$ cat src/rtl/sprite_pixel_gen.sv
// Sprite renderer: maps the LCD scan position onto a scaled, animated,
// palette-indexed sprite held in an external synchronous ROM. It produces
// one colour and a coverage flag per pixel, three cycles after the scan
// coordinate, and moves/animates the sprite once per LCD frame.
module sprite_pixel_gen #(
    parameter int X_MAX      = 800,
    parameter int Y_MAX      = 480,
    parameter int FIG_X0     = 730,
    parameter int FIG_Y0     = 220,
    parameter int SPR_W      = 32,
    parameter int SPR_H      = 20,
    parameter int SCALE_LOG2 = 1,
    parameter int NUM_FRAMES = 2,
    parameter int MOVE_DIV   = 4,
    parameter int ANIM_DIV   = 16,
    parameter int STEP       = 1,
    parameter int ROM_AW     = 11,
    localparam int AFW       = (NUM_FRAMES > 1) ? $clog2(NUM_FRAMES) : 1
) (
    input  logic              clk,
    input  logic              rst_n,
    input  logic [11:0]       lcd_xpos,
    input  logic [11:0]       lcd_ypos,
    input  logic              enable,
    input  logic              freeze,
    input  logic [1:0]        mov_x,
    input  logic [1:0]        mov_y,
    input  logic              pal_we,
    input  logic [3:0]        pal_addr,
    input  logic [23:0]       pal_wdata,
    output logic [ROM_AW-1:0] rom_addr,
    input  logic [3:0]        rom_data,
    output logic [23:0]       sprite_pixel,
    output logic              pixel_valid,
    output logic [11:0]       pos_x,
    output logic [11:0]       pos_y,
    output logic [AFW-1:0]    anim_frame
);

    // On-screen footprint of the scaled sprite and the furthest top-left
    // position that still keeps the whole box on screen.
    localparam int BOX_W        = SPR_W << SCALE_LOG2;
    localparam int BOX_H        = SPR_H << SCALE_LOG2;
    localparam int X_LIM        = X_MAX - BOX_W;
    localparam int Y_LIM        = Y_MAX - BOX_H;
    localparam int FRAME_TEXELS = SPR_W * SPR_H;
    localparam int MCW          = (MOVE_DIV > 1) ? $clog2(MOVE_DIV) : 1;
    localparam int ACW          = (ANIM_DIV > 1) ? $clog2(ANIM_DIV) : 1;

    logic signed [12:0] dx, dy;
    logic [11:0]        tx, ty;
    logic               inside_c;
    logic [31:0]        addr_c;
    logic               inside_s1, inside_s2;
    logic               at_origin, origin_q, frame_tick;
    logic [MCW-1:0]     move_cnt;
    logic [ACW-1:0]     anim_cnt;
    logic [23:0]        palette [16];

    // One movement step on one axis, clamped so the box stays on screen.
    function automatic logic [11:0] step_axis(input logic [11:0] p,
                                              input logic [1:0]  dir,
                                              input int          lim);
        int next;
        next = int'(p);
        case (dir)
            2'b01:   next = (int'(p) + STEP > lim) ? lim : int'(p) + STEP;
            2'b10:   next = (int'(p) >= STEP) ? int'(p) - STEP : 0;
            default: next = int'(p);
        endcase
        return 12'(next);
    endfunction

    // S1 address generation: offset of the scan point from the sprite origin,
    // box test, and texel address within the current animation frame.
    always_comb begin
        // NOTE: every always_comb output gets a default first so no path can
        // leave it unassigned and infer a latch.
        dx       = $signed({1'b0, lcd_xpos}) - $signed({1'b0, pos_x});
        dy       = $signed({1'b0, lcd_ypos}) - $signed({1'b0, pos_y});
        inside_c = enable && !dx[12] && !dy[12] &&
                   (int'(dx) < BOX_W) && (int'(dy) < BOX_H);
        tx       = dx[11:0] >> SCALE_LOG2;
        ty       = dy[11:0] >> SCALE_LOG2;
        addr_c   = 32'(anim_frame) * 32'(FRAME_TEXELS) +
                   32'(ty) * 32'(SPR_W) + 32'(tx);
    end

    // Frame tick fires on the first cycle the scan sits at (0,0).
    assign at_origin  = (lcd_xpos == 12'd0) && (lcd_ypos == 12'd0);
    assign frame_tick = at_origin && !origin_q;

    // S1/S2 registers: ROM address (held while outside the box) and the
    // coverage flag delayed to line up with the ROM read data.
    always_ff @(posedge clk or negedge rst_n) begin
        // NOTE: sequential state uses non-blocking assignments so every
        // register samples the pre-edge values of the others.
        if (!rst_n) begin
            rom_addr  <= '0;
            inside_s1 <= 1'b0;
            inside_s2 <= 1'b0;
            origin_q  <= 1'b0;
        end else begin
            inside_s1 <= inside_c;
            inside_s2 <= inside_s1;
            origin_q  <= at_origin;
            if (inside_c) begin
                rom_addr <= addr_c[ROM_AW-1:0];
            end
        end
    end

    // S3: palette lookup; index 0 is transparent.
    always_ff @(posedge clk or negedge rst_n) begin
        if (!rst_n) begin
            sprite_pixel <= '0;
            pixel_valid  <= 1'b0;
        end else if (inside_s2 && (rom_data != 4'd0)) begin
            sprite_pixel <= palette[rom_data];
            pixel_valid  <= 1'b1;
        end else begin
            sprite_pixel <= '0;
            pixel_valid  <= 1'b0;
        end
    end

    // Palette storage; a same-cycle read of the written entry sees the old colour.
    always_ff @(posedge clk or negedge rst_n) begin
        // NOTE: the palette is small and must come up black, so it is built
        // from resettable flops rather than a RAM that cannot be cleared.
        if (!rst_n) begin
            for (int i = 0; i < 16; i++) begin
                palette[i] <= '0;
            end
        end else if (pal_we && (pal_addr != 4'd0)) begin
            palette[pal_addr] <= pal_wdata;
        end
    end

    // Movement and animation, advanced only on frame ticks so a frame never tears.
    always_ff @(posedge clk or negedge rst_n) begin
        if (!rst_n) begin
            move_cnt   <= '0;
            anim_cnt   <= '0;
            pos_x      <= 12'(FIG_X0);
            pos_y      <= 12'(FIG_Y0);
            anim_frame <= '0;
        end else if (!enable) begin
            move_cnt <= '0;
            anim_cnt <= '0;
        end else if (!freeze && frame_tick) begin
            if (move_cnt == MCW'(MOVE_DIV - 1)) begin
                move_cnt <= '0;
                pos_x    <= step_axis(pos_x, mov_x, X_LIM);
                pos_y    <= step_axis(pos_y, mov_y, Y_LIM);
            end else begin
                move_cnt <= move_cnt + MCW'(1);
            end
            if (anim_cnt == ACW'(ANIM_DIV - 1)) begin
                anim_cnt   <= '0;
                anim_frame <= (anim_frame == AFW'(NUM_FRAMES - 1)) ?
                              '0 : anim_frame + AFW'(1);
            end else begin
                anim_cnt <= anim_cnt + ACW'(1);
            end
        end
    end

endmodule

$ cat config.mk
export PLATFORM = sky130hd
export DESIGN_NAME = sprite_pixel_gen
export DESIGN_NICKNAME = d
export VERILOG_FILES = /design/src/rtl/sprite_pixel_gen.sv
export SDC_FILE = /design/constraint.sdc
export NUM_CORES = 1
export LEC_CHECK = 0
export CORE_MARGIN = 10
export CORE_UTILIZATION = 27
export CTS_CLUSTER_DIAMETER = 150
export CTS_CLUSTER_SIZE = 16
export DETAILED_ROUTE_END_ITERATION = 8
export SKIP_CTS_REPAIR_TIMING = 1
export SLEW_MARGIN = 20
export SYNTH_ARGS = -nofsm -noshare
export SYNTH_HDL_FRONTEND = slang
export SYNTH_SLANG_ARGS = --single-unit
$ cat constraint.sdc
create_clock -name clk -period 6.32 [get_ports clk]
set_input_delay 0.632 -clock clk [delete_from_list [all_inputs] [get_ports clk]]
set_output_delay 0.632 -clock clk [all_outputs]
set_load 0.02 [all_outputs]
==> summary.txt, run 1 <==
CTS
  – CTS Sinks: 450
  – Clock-pin slew on the worst setup and hold paths: 0.08 ns
  – TritonCTS clock tree: yes
  – Cts bufs inserted: 34
  – Worst-Skew Late Latency: 0.58 ns
  – Longest Clk Path Bufs: 3
  – CTS Root Cell: clkbuf_16
  – H-tree Lvls: 2

Power and ir drop
  – Max rail drop VDD: 204 uV
  – Leakage: 10.6 nW
  – PD cells: 275 nW/um2
  – Total chip power: 7.04 mW

Floorplanning
  – Core footprint: 82000 um2
  – Die Y-Extent: 307 um
  – Placement Rows: 105
  – I/O pins: 126
  – Starting density of the core: 27.2%
  – Die area: 94500 um2
  – Die outline width: 307 um

Placed design
  – Placed Area: 24600 um2
  – # port buffers: 125
  – Detail Placement HPWL: 36700 um
  – GP Congestion: 0.857

Logic synthesis
  – Ys async rst share: 100%
  – Synthesized flop and latch total: 450
  – Most used DFF post-synth: dfrtp_1
  – Post-synth EDFFs: 0
  – Top-count cell post-synth: dfrtp_1
  – Mapped Cells: 1634
  – Most frequent cells after synthesis: dfrtp_1, mux2_2, clkbuf_1
  – Sequential area share after synthesis: 50.6%
  – Syn_area_per_cell: 13.6 um2
  – Yosys warning total: 0
  – Synth Net Count: 1745
  – Syn Std Cell Area: 22300 um2
  – Area share of the largest cell type after synthesis: 49.3%
  – Post-synth top area cell: dfrtp_1
  – Synth cell types: 73
  – Ranking of synthesized cells by area: dfrtp_1, mux2_2, mux4_2, ha_1, clkbuf_1

GRT
  – Total global routing overflow: 0
  – Vias in the first global route: 15.1k
  – GR peak layer: met2
  – First-pass GRT wire length: 92200 um
  – GRT Total Usage: 12.4%
  – Grt met2 use: 21.2%
  – Initial antenna violation count: 2
  – Met3 global-route usage: 2.23%
  – Met1 usage: 16.1%
  – Largest net degree at the start of global routing: 159

Run status
  – Status: finished, final reports clean

Cells and area
  – Layout Nets: 1788
  – Share of post-route cells with drive strength above 1: 34.9%
  – Area grow syn2layout: 15.0%
  – FILL cells: 8135
  – Final Cell Area: 25600 um2

Detailed routing
  – DRC: 0
  – Final ANT Viol Nets: 0
  – Vias per cell: 4.98
  – Drt initial violations: 996
  – Drt pass-1 iters: 4
  – Drt wl/cell: 21.4 um
  – Via count: 13.7k
  – Total routed wirelength: 59100 um

Timing
  – Slew Limit Fails: 0
  – Crit share post-route: 68.6%
  – Period minus WS final: 4.34 ns
  – Final Hold Fails: 0
  – RSZ-0062 raised after global routing: false
  – Headroom to the max-slew limit: 24.0%
  – Max Freq: 231 MHz
  – Setup Viol. Count Final: 0
  – Slew @ Worst Pin: 1.14 ns
  – Worst clock skew: 0.0258 ns
  – Setup TNS: 0 ns

Job
  – Maxcap violations: 0

Setup path
  – Critical Path Sink Type: register
  – Critical path class: register to register
  – CP max stage cell: dfrtp_1
  – CP max FO: 15
  – Crit start category: register
  – Capture point of the worst reg-to-reg path: rom_addr[10]
  – Critical-path cell list: inv_1, ha_1, a21o_1, a31o_2, a21oi_1, o21ai_0, xnor2_1, inv_1, ha_1, ha_1, inv_1, fa_1, inv_1, a21o_1, a21oi_1, xnor2_1, xnor2_1, xnor2_1, mux2_2
  – Reg2Reg Setup Slack: 1.98 ns
  – CP max stage delay: 0.61 ns
  – CP arrival: 4.79 ns
  – Crit path required time: 6.77 ns
  – R2R cell count: 19
  – RR Startpoint: pos_x[2]

Min path
  – Hold Crit Class: input port to async pin
==> how the worst max path moves through the flow <==
| stage | start | endpoint | slack [ns] | depth (start not counted) |
|---|---|---|---|---|
| floorplan | pos_x[2] | rom_addr[10] | 2.27 | 20 |
| global placement | lcd_xpos[0] | rom_addr[10] | 1.76 | 18 |
| detailed placement | lcd_xpos[2] | rom_addr[10] | 1.72 | 19 |
| CTS | pos_x[2] | rom_addr[10] | 2.05 | 19 |
| global route | pos_x[2] | rom_addr[10] | 1.60 | 19 |
| finish | pos_x[2] | rom_addr[10] | 1.98 | 19 |
==> power breakdown <==
part / internal, mW / switching [mW] / total [mW]
Sequential: 3.41 / 0.259 / 3.67
Combinational: 0.801 / 0.457 / 1.26
Clock: 1.04 / 1.08 / 2.11
==> state kept, by name, indices dropped and copies added, names as in the netlist <==
| signal | flops |
|---|---|
| pos_x | 12 |
| rom_addr | 11 |
| palette | 380 |
| move_cnt | 2 |
| pos_y | 12 |
| pixel_valid | 1 |
| anim_cnt | 4 |
| inside_s1 | 1 |
| origin_q | 1 |
| anim_frame | 1 |
| sprite_pixel | 24 |
| inside_s2 | 1 |
==> worst max-delay path: cells and delay by family (launching register included) <==
kind | cells | cell delay (ns)
XOR/XNOR | 4 | 0.65
flip-flops | 1 | 0.61
adder cells (fa/ha/maj) | 4 | 1.10
buffers and inverters | 4 | 0.41
multiplexers | 1 | 0.26
AO/OA/AOI/OAI | 6 | 1.19
==> metal layers <==
| layer | vias to the layer above | routed length [um] |
|---|---|---|
| met5 | - | 13 |
| met4 | 2 | 1240 |
| met3 | 77 | 3000 |
| met2 | 327 | 29000 |
| met1 | 7225 | 25800 |
| li1 | 6093 | - |
==> through the flow <==
step | utilization [%] | worst slack, ns | hold WS [ns] | cells
2_1_floorplan | - | 2.27 | 0.331 | 1634
3_3_place_gp | 30.0 | 1.76 | 0.337 | 2709
3_5_place_dp | 30.1 | 1.72 | 0.340 | 2711
4_1_cts | 31.3 | 2.05 | 0.186 | 2754
5_1_grt | 31.3 | 1.60 | 0.217 | 2754
6_report | 31.3 | 1.98 | 0.140 | 2756
==> layout make-up <==
class / instances / area, um2 / share of cell area, %
Sequential cell: 450 / 11300 / 44.0
Multi-Input combinational cell: 999 / 10400 / 40.5
Timing Repair Buffer: 145 / 1470 / 5.71
Tap cell: 1070 / 1340 / 5.22
Clock buffer: 37 / 862 / 3.36
Inverter: 47 / 176 / 0.688
Clock inverter: 6 / 124 / 0.483
Antenna cell: 2 / 5.00 / 0.0195
==> logic make-up (layout without fill, tap and decap cells) <==
family	count (synthesis)	count (layout)	synth area share (%)
adder cells (fa/ha/maj)	46	46	2.68
AO/OA/AOI/OAI	181	181	5.34
XOR/XNOR	26	26	1.02
other	0	2	0
multiplexers	498	498	31.1
AND/OR/NAND/NOR	248	248	6.08
buffers and inverters	185	235	3.19
flip-flops	450	450	50.6
==> cell usage in the layout, fill, tap and decap left out, drive strengths merged, types with 4 or more instances in the layout <==
| master | instances |
|---|---|
| o31ai | 4 |
| xor2 | 9 |
| ha | 43 |
| a21o | 11 |
| o22ai | 5 |
| nand4 | 11 |
| a21oi | 45 |
| nor2b | 9 |
| clkdlybuf4s50 | 121 |
| o21ai | 39 |
| buf | 24 |
| clkbuf | 37 |
| mux2i | 6 |
| dfrtp | 439 |
| o41ai | 6 |
| mux4 | 116 |
| nor4 | 17 |
| a22o | 5 |
| xnor2 | 17 |
| nand3 | 33 |
| and4 | 4 |
| a211oi | 11 |
| nand2 | 37 |
| or3 | 12 |
| mux2 | 376 |
| o211ai | 7 |
| nor3b | 4 |
| a31oi | 13 |
| inv | 49 |
| nor2 | 44 |
| and2 | 28 |
| dfstp | 11 |
| and3 | 5 |
| nand2b | 18 |
| nor3 | 17 |
(Power assumes the default switching activity.)
==> run 2: changes to the inputs <==
==> constraint.sdc (replaced) <==
create_clock -name clk -period 4.2 [get_ports clk]
set_input_delay 0.42 -clock clk [delete_from_list [all_inputs] [get_ports clk]]
set_output_delay 0.42 -clock clk [all_outputs]
set_load 0.02 [all_outputs]
==> summary.txt, run 2 (same netlist as run 1, synthesis figures left out) <==
CTS
  – TritonCTS clock tree: yes (unchanged)
  – CTS Sinks: 450 (unchanged)
  – Clock-pin slew on the worst setup and hold paths: 0.09 ns (was 0.08 ns)
  – CTS Root Cell: clkbuf_16 (unchanged)
  – H-tree Lvls: 2 (unchanged)
  – Cts bufs inserted: 35 (was 34)
  – Longest Clk Path Bufs: 3 (unchanged)
  – Worst-Skew Late Latency: 0.57 ns (was 0.58 ns)

Detailed routing
  – Drt pass-1 iters: 5 (was 4)
  – Drt wl/cell: 21.0 um (was 21.4 um)
  – Final ANT Viol Nets: 0 (unchanged)
  – DRC: 0 (unchanged)
  – Drt initial violations: 956 (was 996)
  – Vias per cell: 5.03 (was 4.98)
  – Via count: 14.1k (was 13.7k)
  – Total routed wirelength: 58900 um (was 59100 um)

GRT
  – First-pass GRT wire length: 92200 um (about the same)
  – Largest net degree at the start of global routing: 132 (was 159)
  – Initial antenna violation count: 3 (was 2)
  – Total global routing overflow: 0 (unchanged)
  – GRT Total Usage: 12.4% (about the same)
  – Vias in the first global route: 15.2k (was 15.1k)

Power and ir drop
  – Max rail drop VDD: 292 uV (was 204 uV)
  – Leakage: 10.8 nW (was 10.6 nW)
  – PD cells: 407 nW/um2 (was 275 nW/um2)

Floorplanning
  – Placement Rows: 105 (unchanged)
  – Die area: 94500 um2 (unchanged)
  – Die outline width: 307 um (unchanged)
  – Starting density of the core: 27.2% (unchanged)
  – Core footprint: 82000 um2 (unchanged)
  – Die Y-Extent: 307 um (unchanged)
  – I/O pins: 126 (unchanged)

Cells and area
  – Most common cell after layout, fill and taps aside: dfrtp_1 (unchanged)
  – Top Registers: palette x380, sprite_pixel x24 (unchanged)
  – Antenna cell count: 0 (was 2)
  – Most flops, register: palette (unchanged)
  – Core Util, Final: 31.8% (was 31.3%)
  – Area grow syn2layout: 16.8% (was 15.0%)
  – Layout Nets: 1837 (was 1788)
  – Max reg flops: 380 (unchanged)
  – Share of post-route cells with drive strength above 1: 36.9% (was 34.9%)
  – Most frequent cells in the layout: dfrtp_1, mux2_2, clkdlybuf4s50_1, mux4_2, buf_4 (was dfrtp_1, mux2_2, clkdlybuf4s50_1, mux4_2, inv_1)

Placed design
  – Detail Placement HPWL: 38300 um (was 36700 um)
  – GP Congestion: 0.872 (was 0.857)
  – # port buffers: 125 (unchanged)
  – Pre-CTS setup slack: -0.0228 ns (was 1.72 ns)

Timing
  – Period minus WS final: 3.83 ns (was 4.34 ns)
  – RSZ-0062 raised after global routing: false (unchanged)
  – Crit share post-route: 91.1% (was 68.6%)
  – Max Freq: 261 MHz (was 231 MHz)
  – Headroom to the max-slew limit: 30.9% (was 24.0%)
  – Worst clock skew: 0.0305 ns (was 0.0258 ns)
  – Final worst slack: 0.374 ns (was 1.98 ns)
  – Slew @ Worst Pin: 1.04 ns (was 1.14 ns)
  – Final Hold Fails: 0 (unchanged)
  – Slew Limit Fails: 0 (unchanged)
  – Setup Viol. Count Final: 0 (unchanged)

Setup path
  – Critical Path Sink Type: register (unchanged)
  – Crit path required time: 4.66 ns (was 6.77 ns)
  – Crit start category: register (unchanged)
  – CP arrival: 4.29 ns (was 4.79 ns)
  – CP max FO: 9 (was 15)
  – Reg2Reg Setup Slack: 0.37 ns (was 1.98 ns)
  – Critical path class: register to register (unchanged)

Min path
  – Hold Crit Class: input port to async pin (unchanged)

Run status
  – Status: finished, final reports clean (unchanged)

Job
  – Maxcap violations: 0 (unchanged)
[run 2: cell count changes in the layout (fill, tap and decap cells not counted), moves of 2 or more]
cell      previous run  this run
buf_4               17        60
clkinv_8             0         3
buf_12               2         7
diode_2              2         0
[run 2: worst paths after layout]
check | end | depth (start not counted) | from
hold reg to reg | inside_s2 | 0 | inside_s1
min in group clk | inside_s2 | 0 | inside_s1
setup reg to reg | rom_addr[10] | 19 | pos_x[1]
setup / recovery | rom_addr[10] | 19 | pos_x[1]
hold / removal | palette[362] | 2 | rst_n
max in group asynchronous | palette[302] | 4 | rst_n
[run 2: stage by stage]
| stage | TNS, ns | hold WS (ns) | power, mW | cell area, um2 | instances |
|---|---|---|---|---|---|
| after global placement | 0 | 0.342 | 7.39 | 25000 | 2753 |
| after detailed placement | -0.0228 | 0.346 | 7.54 | 25000 | 2753 |
| after floorplan | 0 | 0.124 | 6.93 | 22300 | 1634 |
| after global routing | 0 | 0.369 | 11.2 | 26000 | 2804 |
| after CTS | 0 | 0.00362 | 10.8 | 26000 | 2798 |
| final | 0 | 0.362 | 10.6 | 26000 | 2804 |
[run 2: cell type report]
cell class	count	area (um2)
inverters	47	176
flip-flops and latches	450	11300
clock inverters	6	95.1
fillers	8095	55900
well taps	1070	1340
repair buffers	193	1870
clock buffers	39	891
multi-input cells	999	10400
[run 2: critical path, cell delays in order, from the launching register on]
cell     delay, ns
dfstp_2       0.61
inv_2         0.10
ha_1          0.19
a21o_1        0.18
a31o_2        0.23
a21oi_1       0.20
o21ai_0       0.14
xnor2_1       0.19
inv_1         0.07
ha_1          0.28
ha_1          0.17
inv_1         0.06
fa_1          0.41
inv_1         0.07
a21o_1        0.11
a21oi_1       0.07
xnor2_1       0.17
xnor2_1       0.15
xnor2_1       0.10
mux2_2        0.26
[run 2: routing by layer]
metal	GRT usage (%)	wire (um)
met1	16.2	26200
met5	0	13
met4	3.71	1620
met3	2.32	2950
met2	20.5	28100
[run 2: power breakdown]
part / internal, mW / leakage [nW] / switching, mW / total (mW)
clock: 1.54 / 0.473 / 1.63 / 3.17
combinational: 1.23 / 4.75 / 0.693 / 1.92
sequential: 5.14 / 5.60 / 0.387 / 5.52
==> run 3: changes to the inputs <==
--- a/config.mk
+++ b/config.mk
@@ -8,7 +8,7 @@
 export CORE_MARGIN = 10
 export CORE_UTILIZATION = 27
 export CTS_CLUSTER_DIAMETER = 150
-export CTS_CLUSTER_SIZE = 16
+export CTS_CLUSTER_SIZE = 30
 export DETAILED_ROUTE_END_ITERATION = 8
 export SKIP_CTS_REPAIR_TIMING = 1
 export SLEW_MARGIN = 20
==> summary.txt, run 3 (same netlist as run 1, synthesis figures left out) <==
Run status
  – Status: finished, final reports clean (unchanged)

Timing
  – WHS: 0.333 ns (was 0.362 ns)
  – Crit share post-route: 91.8% (was 91.1%)
  – Headroom to the max-slew limit: 31.3% (was 30.9%)
  – Max Freq: 259 MHz (was 261 MHz)
  – Worst clock skew: 0.0309 ns (was 0.0305 ns)
  – Period minus WS final: 3.86 ns (was 3.83 ns)
  – Setup Viol. Count Final: 0 (unchanged)
  – Slew @ Worst Pin: 1.03 ns (was 1.04 ns)
  – Slew Limit Fails: 0 (unchanged)
  – Final Hold Fails: 0 (unchanged)

Job
  – Maxcap violations: 0 (unchanged)

Setup path
  – Crit start category: register (unchanged)
  – R2R cell count: 17 (was 19)
  – Critical Path Sink Type: register (unchanged)
  – CP max FO: 7 (was 9)
  – Critical path class: register to register (unchanged)
  – Crit path required time: 4.66 ns (about the same)
  – CP arrival: 4.32 ns (was 4.29 ns)

Floorplanning
  – Placement Rows: 105 (unchanged)
  – Core footprint: 82000 um2 (unchanged)
  – I/O pins: 126 (unchanged)
  – Die outline width: 307 um (unchanged)
  – Starting density of the core: 27.2% (unchanged)
  – Die area: 94500 um2 (unchanged)
  – Die Y-Extent: 307 um (unchanged)

CTS
  – H-tree Lvls: 1 (was 2)
  – TritonCTS clock tree: yes (unchanged)
  – CTS Sinks: 450 (unchanged)
  – Worst-Skew Late Latency: 0.58 ns (was 0.57 ns)
  – Cts bufs inserted: 20 (was 35)
  – Clock-pin slew on the worst setup and hold paths: 0.11 ns (was 0.09 ns)
  – Longest Clk Path Bufs: 3 (unchanged)
  – CTS Root Cell: clkbuf_16 (unchanged)

Cells and area
  – Core Util, Final: 31.3% (was 31.8%)
  – Layout Nets: 1823 (was 1837)
  – Most frequent cells in the layout: dfrtp_1, mux2_2, clkdlybuf4s50_1, mux4_2, buf_4 (unchanged)
  – Area grow syn2layout: 15.1% (was 16.8%)
  – Most flops, register: palette (unchanged)
  – Share of post-route cells with drive strength above 1: 36.3% (was 36.9%)
  – Most common cell after layout, fill and taps aside: dfrtp_1 (unchanged)
  – Finished Layout Cells: 2786 (was 2804)
  – Top Registers: palette x380, sprite_pixel x24 (unchanged)
  – Max reg flops: 380 (unchanged)

GRT
  – Total global routing overflow: 0 (unchanged)
  – First-pass GRT wire length: 91100 um (was 92200 um)
  – Vias in the first global route: 15.0k (was 15.2k)
  – Largest net degree at the start of global routing: 132 (unchanged)
  – Initial antenna violation count: 5 (was 3)
  – GRT Total Usage: 12.2% (was 12.4%)

Detailed routing
  – Vias per cell: 5.01 (was 5.03)
  – Via count: 14.0k (was 14.1k)
  – Drt wl/cell: 21.0 um (about the same)
  – Final ANT Viol Nets: 0 (unchanged)
  – Drt initial violations: 966 (was 956)
  – Total routed wirelength: 58400 um (was 58900 um)
  – DRC: 0 (unchanged)
  – Drt pass-1 iters: 5 (unchanged)

Power and ir drop
  – Leakage: 10.6 nW (was 10.8 nW)
  – Internal power: 7.27 mW (was 7.90 mW)
  – PD cells: 382 nW/um2 (was 407 nW/um2)
  – Switching pwr: 2.55 mW (was 2.71 mW)
  – Combinational cell fraction of total power: 19.5% (was 18.1%)
  – Clock power share: 24.2% (was 29.9%)
  – Max rail drop VDD: 269 uV (was 292 uV)
  – Seq pwr share: 56.2% (was 52.1%)
  – Total chip power: 9.81 mW (was 10.6 mW)
  – Switching share of power: 25.9% (was 25.5%)

Min path
  – Hold Crit Class: input port to async pin (unchanged)

Placed design
  – Placed insts: 2753 (unchanged)
  – Detail Placement HPWL: 38300 um (unchanged)
  – # port buffers: 125 (unchanged)
  – GP Congestion: 0.872 (unchanged)
[run 3: final timing paths]
path | start | to | slack [ns]
worst max-delay path | pos_x[3] | rom_addr[10] | 0.34
worst min-delay path | rst_n | palette[362] | 0.33
worst max register to register | pos_x[3] | rom_addr[10] | 0.34
max in group asynchronous | rst_n | palette[378] | 2.61
worst min register to register | inside_s1 | inside_s2 | 0.36
min in group clk | inside_s1 | inside_s2 | 0.36
[run 3: metal layers]
layer  wire [um]  GRT usage, %
met5          27             0
met4        1320          2.89
met1       26000          16.2
met2       28000          20.4
met3        3060          2.29
[run 3: cell type report]
cell class | count | area [um2]
timing repair buffer | 194 | 1880
antenna | 1 | 2.50
inverter | 47 | 176
sequential | 450 | 11300
clock buffer | 20 | 500
fill | 8143 | 56300
multi-input combinational | 999 | 10400
clock inverter | 5 | 85.1
tap | 1070 | 1340
[run 3: power groups by stage]
stage | Clock [mW] | Combinational (mW) | Sequential (mW)
after floorplan | 0 | 1.47 | 5.46
after global placement | 0 | 1.87 | 5.53
after detailed placement | 0 | 1.94 | 5.61
after CTS | 2.50 | 1.94 | 5.51
after global routing | 2.65 | 2.10 | 5.61
final | 2.38 | 1.92 | 5.52
[run 3: critical path, stage by stage (launching register included)]
cell      delay, ns
dfstp_2        0.61
inv_1          0.10
ha_1           0.35
o211ai_1       0.13
o211ai_1       0.32
a21oi_2        0.10
nand2b_1       0.18
xor2_1         0.18
ha_1           0.32
inv_1          0.06
fa_1           0.46
inv_1          0.07
a21o_1         0.11
a21oi_1        0.07
xnor2_1        0.17
xnor2_1        0.15
xnor2_1        0.10
mux2_2         0.26
[run 3: per-stage QoR]
step	setup WS, ns	area, um2	setup TNS, ns
floorplan	0.146	22300	0
global placement	0.00985	25000	0
detailed placement	-0.0228	25000	-0.0228
CTS	0.201	25600	0
global route	-0.0377	25700	-0.0377
finish	0.343	25700	0
